==> src/rtl/snoop_writer.sv <==
// Stream-to-packet-buffer writer: stores each beat as two 32-bit words and drops overflow beats.
// Optional macro SNOOP_BACKPRESSURE_EN holds off the stream while no buffer is attached.
module snoop_writer #(
  parameter int ADDR_WIDTH   = 10,
  parameter int SN_FWD_WIDTH = 64
) (
  input  logic                      clk,
  input  logic                      rst,
  input  logic [SN_FWD_WIDTH-1:0]   s_tdata,
  input  logic [SN_FWD_WIDTH/8-1:0] s_tkeep,
  input  logic                      s_tvalid,
  input  logic                      s_tlast,
  output logic                      s_tready,
  input  logic                      buf_rdy,
  output logic                      wr_en,
  output logic [ADDR_WIDTH-1:0]     addr,
  output logic [SN_FWD_WIDTH-1:0]   idata,
  output logic [8:0]                byte_inc,
  output logic                      buf_done,
  output logic                      truncated
);

  typedef enum logic [1:0] {IDLE, WRITE, DROP, DONE} state_e;

  localparam logic [ADDR_WIDTH-1:0] LastSlot = {{(ADDR_WIDTH-1){1'b1}}, 1'b0};

  state_e                    state_q, state_d;
  logic [ADDR_WIDTH-1:0]     wordCnt_q, wordCnt_d;
  logic                      skipPkt_q, skipPkt_d;
  logic                      dropped_q, dropped_d;
  logic                      wrEn_q, wrEn_d;
  logic [ADDR_WIDTH-1:0]     addr_q, addr_d;
  logic [SN_FWD_WIDTH-1:0]   idata_q, idata_d;
  logic [8:0]                byteInc_q, byteInc_d;
  logic                      bufDone_q, bufDone_d;
  logic                      truncated_q, truncated_d;
  logic                      readyState;
  logic                      accept;
  logic                      capture;

  function automatic logic [8:0] popCount(input logic [SN_FWD_WIDTH/8-1:0] keep);
    logic [8:0] total;
    total = '0;
    for (int i = 0; i < SN_FWD_WIDTH/8; i++) total = total + 9'(keep[i]);
    return total;
  endfunction

  always_comb begin
    readyState = 1'b0;
    case (state_q)
`ifdef SNOOP_BACKPRESSURE_EN
      IDLE:        readyState = 1'b0;
`else
      IDLE:        readyState = 1'b1;
`endif
      WRITE, DROP: readyState = 1'b1;
      default:     readyState = 1'b0;
    endcase
  end

  assign s_tready = readyState & ~rst;
  assign accept   = s_tvalid & readyState;
  // A beat arriving in IDLE at a packet boundary with a buffer ready opens the packet itself.
  assign capture  = accept & ((state_q == WRITE) |
                              ((state_q == IDLE) & ~skipPkt_q & buf_rdy));

  always_comb begin
    state_d     = state_q;
    wordCnt_d   = wordCnt_q;
    skipPkt_d   = skipPkt_q;
    dropped_d   = dropped_q;
    wrEn_d      = 1'b0;
    addr_d      = addr_q;
    idata_d     = idata_q;
    byteInc_d   = byteInc_q;
    bufDone_d   = 1'b0;
    truncated_d = 1'b0;

    case (state_q)
      IDLE: begin
        wordCnt_d = '0;
        dropped_d = 1'b0;
        if (accept && !capture) skipPkt_d = ~s_tlast;
        else if (buf_rdy && !skipPkt_q) state_d = WRITE;
      end
      WRITE: ;
      DROP: begin
        if (accept && s_tlast) state_d = DONE;
      end
      DONE: begin
        bufDone_d   = 1'b1;
        truncated_d = dropped_q;
        dropped_d   = 1'b0;
        wordCnt_d   = '0;
        state_d     = IDLE;
      end
      default: state_d = IDLE;
    endcase

    if (capture) begin
      wrEn_d    = 1'b1;
      addr_d    = wordCnt_q;
      idata_d   = s_tdata;
      byteInc_d = popCount(s_tkeep);
      // The final slot never advances, so the counter cannot wrap onto written words.
      if (wordCnt_q != LastSlot) wordCnt_d = wordCnt_q + ADDR_WIDTH'(2);
      if (s_tlast) begin
        state_d = DONE;
      end else if (wordCnt_q == LastSlot) begin
        state_d   = DROP;
        dropped_d = 1'b1;
      end else begin
        state_d = WRITE;
      end
    end
  end

  always_ff @(posedge clk or posedge rst) begin
    if (rst) begin
      state_q     <= IDLE;
      wordCnt_q   <= '0;
      skipPkt_q   <= 1'b0;
      dropped_q   <= 1'b0;
      wrEn_q      <= 1'b0;
      addr_q      <= '0;
      idata_q     <= '0;
      byteInc_q   <= '0;
      bufDone_q   <= 1'b0;
      truncated_q <= 1'b0;
    end else begin
      state_q     <= state_d;
      wordCnt_q   <= wordCnt_d;
      skipPkt_q   <= skipPkt_d;
      dropped_q   <= dropped_d;
      wrEn_q      <= wrEn_d;
      addr_q      <= addr_d;
      idata_q     <= idata_d;
      byteInc_q   <= byteInc_d;
      bufDone_q   <= bufDone_d;
      truncated_q <= truncated_d;
    end
  end

  assign wr_en     = wrEn_q;
  assign addr      = addr_q;
  assign idata     = idata_q;
  assign byte_inc  = byteInc_q;
  assign buf_done  = bufDone_q;
  assign truncated = truncated_q;

endmodule

==> config.mk <==
export PLATFORM = sky130hd
export DESIGN_NAME = snoop_writer
export DESIGN_NICKNAME = d
export VERILOG_FILES = /design/src/rtl/snoop_writer.sv
export SDC_FILE = /design/constraint.sdc
export NUM_CORES = 1
export LEC_CHECK = 0
export CORE_MARGIN = 4
export CORE_UTILIZATION = 43
export CTS_CLUSTER_SIZE = 28
export DETAILED_ROUTE_END_ITERATION = 12
export PLACE_DENSITY_LB_ADDON = 0.3
export SLEW_MARGIN = 5
export SYNTH_ARGS = -nofsm -noshare
export SYNTH_HDL_FRONTEND = slang
export SYNTH_SLANG_ARGS = --single-unit
==> constraint.sdc <==
create_clock -name clk -period 4.25 [get_ports clk]
set_input_delay 0.85 -clock clk [delete_from_list [all_inputs] [get_ports clk]]
set_output_delay 0.85 -clock clk [all_outputs]
set_load 0.03 [all_outputs]
After elaboration in Yosys (flattened, before gate mapping)
Cells that the tools add are included.

storage, ports and cells
  register bits after elaboration = 100
  bits of input ports = 77

cells by class
  mux-type cells = 18
  bitwise gates (word level) = 9
  reductions and logical operators = 11
  add/subtract/negate cells = 8
  equality and inequality tests = 8

operators by type and width
  cell                   count
  $mux 10                3
  $mux 2                 6
  $add 10x2->10 const B  1
  $eq 10x10->1 const B   1
  $ne 10x10->1 const B   1
  $add 7x1->8            1
  $mux 1                 8
  $add 6x1->7            1
  $add 5x1->6            1
  $ne 3x3->1 const B     2
  $pmux 2 s3             1
  $add 4x1->5            1
  $and 1x1->1            5
  $add 3x1->4            1
  $eq 2x2->1 const B     2
  $reduce_and 4->1       1
  $reduce_bool 4->1      1
  $add 2x1->3            1
  $logic_and 1x1->1      3
  $ne 3x2->1 const B     1
  $not 1->1              3
  $reduce_or 3->1        1
  $add 1x1->2            1
  $eq 2x1->1 const B     1
  5 further kinds        6

Logic depth before layout (Yosys ltp)
  word-level depth = 10
  depth in mapped cells = 10

Worst setup path after synthesis
OpenSTA, ideal clock, no wires.

  kind = input to register
  from = input s_tkeep[0]
  to = register byteInc_q[2] (netlist: byte_inc[2])
  stages on the path = 10
  setup time = 0.083 ns
  slack = 0.986 ns
  buffers on the path = 0
  required time = 4.167 ns
  arrival time = 3.182 ns
  path through = fa_1 -> inv_1 -> fa_1 -> fa_1 -> inv_1 -> ha_1 -> inv_1 -> fa_1 -> xor2_1 -> o21ai_0

on the way
  cells in the longest elaborated chain, start to end = 7

ends and longest elaborated chain
  element                 RTL line  RTL
  start: declaration      10        input logic [SN_FWD_WIDTH/8-1:0] s_tkeep,
  $add 1x1->2             44        for (int i = 0; i < SN_FWD_WIDTH/8; i++) total = total + 9'(keep[i]);
  $add 2x1->3             44
  $add 3x1->4             44
  $add 4x1->5             44
  $add 5x1->6             44
  $add 6x1->7             44
  $add 7x1->8             44
  end signal: assignment  138       byteInc_q <= byteInc_d;
  end: declaration        34        logic [8:0] byteInc_q, byteInc_d;

Every way passes these cells.
A chain may end at the register's enable or synchronous reset.

Worst setup path in the final report
Same ends and word-level chain as after synthesis.

==> metrics.md <==
| Metric | Value |
|---|---|
| Die width | `106 um` |
| Area leader, netlist | `dfrtp_1` |
| Post-synth ARST share | `between 90% and 100%` |
| Peak supply drop | `0.000374 V` |
| Antenna violations before repair | `0` |
| Reg-to-Reg End | `wordCnt_q[6]` |
| Final nets | `688` |
| Sequential area share after synthesis | `58.0%` |
| Cts repair resizes | `0` |
| Share of cells above drive strength 1 | `4.82%` |
| Leakage power | `approximately 2.9 nW` |
| Synth Flop Type | `dfrtp_1` |
| Average vias per placed instance | `4.68` |
| Post-DP HPWL | `between 7 and 8 mm` |
| Total core area | `9240 um^2` |
| Busiest grt layer | `met2` |
| Layout Skew | `15.2 ps` |
| Worst path max stage delay | `550 ps` |
| Die Y | `106 um` |
| Crit path time final | `3470 ps` |
| Drt pass-1 iters | `4` |
| CP required | `4450 ps` |
| Critical Path Sink Type | `flip-flop` |
| Reg2reg path depth | `7` |
| First-pass GRT wire length | `between 15 and 20 mm` |
| Vias in the first global route | `roughly 3500` |
| Routed wire length | `10.2 mm` |
| CP Class | `in2reg` |
| CP cell instances | `clkdlybuf4s50_1 > fa_1 > inv_1 > fa_1 > fa_1 > inv_1 > ha_1 > inv_1 > fa_1 > xor2_1 > o21ai_0` |
| Hold buffers post-CTS | `0` |
| RSZ-0062 raised after global routing | `false` |
| Cell Pwr Density | `738 nW/um^2` |
| Max Fclk | `around 0.29 GHz` |
| Post-DRT Antenna Nets | `0` |
| Post-synth EDFFs | `0` |
| Met1 GRT Util | `about a quarter` |
| Critical Path Start | `s_tkeep[0]` |
| Synth unique cells | `46` |
| Gr usage total | `18.3%` |
| Flip-flop and latch count after synthesis | `95` |
| Final Total Pwr | `4.41 mW` |
| Mean Syn Cell Area | `9.27 um^2` |
| Num CTS Buffers | `9` |
| GR Layer Usage met3 | `6.06%` |
| Worst Hold Class | `reg2reg` |
| R2r startpoint | `state_q[0]` |
| Max-Cap Viols | `0` |
| Initial Utilization | `44.4%` |
| Post-Syn Area | `4100 um^2` |
| # diodes | `0` |
| Grt met2 use | `a little under 30%` |
| Reg2reg setup slack | `~1600 ps` |
| CTS tree | `yes` |
| Syn Inst Count | `442` |
| Syn-to-layout area delta | `45.7%` |
| Clock tree buffer depth | `2` |
| Final cycle utilization of the critical path | `between 80% and 90%` |
| Worst-Margin Slew | `964 ps` |
| Gr ovfl total | `0` |
| Clock transition at path regs | `90 ps` |
| Skew-Pair Late Insertion Delay | `360 ps` |
| Top Ports | `164` |
| Vias | `3419` |
| Main area contributors after synthesis | `dfrtp_1 58%, nand2_1 21%, ha_1 3.1%` |
| Total clock sinks | `95` |
| Crit path DAT | `3670 ps` |
| Hold path depth | `2` |
| # DRC | `0` |
| Die area | `11200 um^2` |
| Crit Path Max Fanout | `2` |
| Std-Cell Rows | `35` |
| CTS root buf | `clkbuf_8` |
| Drt initial violations | `~120` |
| # port buffers | `~160` |
| CP max stage cell | `fa_1` |
| Critical Path Start Type | `primary input` |
| Final Max Slew Viols | `0` |
| CTS H-tree lvls | `3` |
| Final setup fails | `0` |
| Largest net degree at the start of global routing | `98` |
| Drt wl/cell | `13.9 um` |
| Synth top area share | `~58%` |
| Final hold vios | `0` |
| Most used cell, CP | `fa_1` |
| Rel. slew slack | `35.8%` |
| Worst Hold Path EP | `idata[39]` |
| Outcome | `completed` |
| Post-CTS Setup Repair Bufs | `0` |
| YS warnings | `0` |
| GPL Wtd Cong | `~0.77` |
| Hold Crit Start | `idata[39]` |
| Setup tns final | `0 ps` |
## synthesized netlist by cell type (3+ instances only)
cell / count
nand2_1: 225
dfrtp_1: 95
inv_1: 20
o21ai_0: 13
buf_2: 11
ha_1: 10
buf_4: 9
fa_1: 4
nor3_1: 4
o221ai_1: 4
clkbuf_1: 3
nor2_1: 3
## state kept, by name, summed over array words and instances, names as in the netlist
register	cells
dropped_q	1
addr	10
skipPkt_q	1
idata	64
wordCnt_q	10
truncated	1
buf_done	1
byte_inc	4
wr_en	1
state_q	2
## how the worst max path moves through the flow
stage,to,slack (ps),cells after the start
5_1_grt,byte_inc[2],700,11
2_1_floorplan,addr[0],920,1
3_3_place_gp,byte_inc[2],470,11
6_report,byte_inc[2],780,11
4_1_cts,byte_inc[2],780,11
3_5_place_dp,byte_inc[2],400,11
## cells by family after synthesis
group,share of synthesized area (%)
adder cells (fa/ha/maj),5.01
other,0.0915
AND/OR/NAND/NOR,24.6
flip-flops,58.0
buffers and inverters,5.19
AO/OA/AOI/OAI,5.71
multiplexers,0.763
XOR/XNOR,0.641
## area by class of cell
class	count	area, um^2
well taps	129	161
multi-input cells	307	1520
clock buffers	9	124
fillers	780	3270
clock inverters	7	85.1
inverters	21	81.3
repair buffers	163	1620
flip-flops and latches	95	2380
## critical path: cells and delay by family
family	cells	cell delay [ps]
adder cells (fa/ha/maj)	5	1980
buffers and inverters	4	610
XOR/XNOR	1	150
AO/OA/AOI/OAI	1	80
## per-stage QoR
step           worst slack (ps)  utilization [%]  hold WS, ps  area (um^2)  std cells
2_1_floorplan               923                -          451         4110        446
3_3_place_gp                472             62.4          457         5760        715
3_5_place_dp                396             62.4          462         5760        715
4_1_cts                     777             64.6          485         5970        731
5_1_grt                     696             64.6          494         5970        731
6_report                    781             64.6          479         5970        731
## per-layer routing
| layer | routed length [um] | share of wire [%] |
|---|---|---|
| met1 | 4520 | 44 |
| met2 | 4580 | 45 |
| met3 | 978 | 9.6 |
| met4 | 123 | 1.2 |
| met5 | 0 | 0 |
## power breakdown
part	internal [mW]	total (mW)	switching (mW)
combinational	0.890	2.32	1.43
sequential	1.26	1.46	0.201
clock	0.284	0.620	0.336
total	2.44	4.41	1.97
## cell usage in the layout, fill, tap and decap left out, types with 2 or more instances in the layout
| cell type | Yosys | routed |
|---|---|---|
| clkbuf_8 | 0 | 9 |
| clkinvlp_4 | 0 | 2 |
| nor3_1 | 4 | 4 |
| o211ai_1 | 2 | 2 |
| conb_1 | 1 | 5 |
| o221ai_1 | 4 | 4 |
| inv_6 | 0 | 2 |
| inv_1 | 20 | 19 |
| nor2_1 | 3 | 3 |
| nand2_1 | 225 | 225 |
| nand3_1 | 2 | 2 |
| xnor2_1 | 2 | 2 |
| o21ai_0 | 13 | 13 |
| mux2i_1 | 2 | 2 |
| nor4b_1 | 2 | 2 |
| dfrtp_1 | 95 | 95 |
| buf_4 | 9 | 5 |
| fa_1 | 4 | 4 |
| clkdlybuf4s50_1 | 0 | 158 |
| inv_8 | 0 | 2 |
| and2_1 | 2 | 2 |
| a41oi_1 | 2 | 2 |
| ha_1 | 10 | 10 |
No activity file was read; power rests on OpenSTA's default activity.
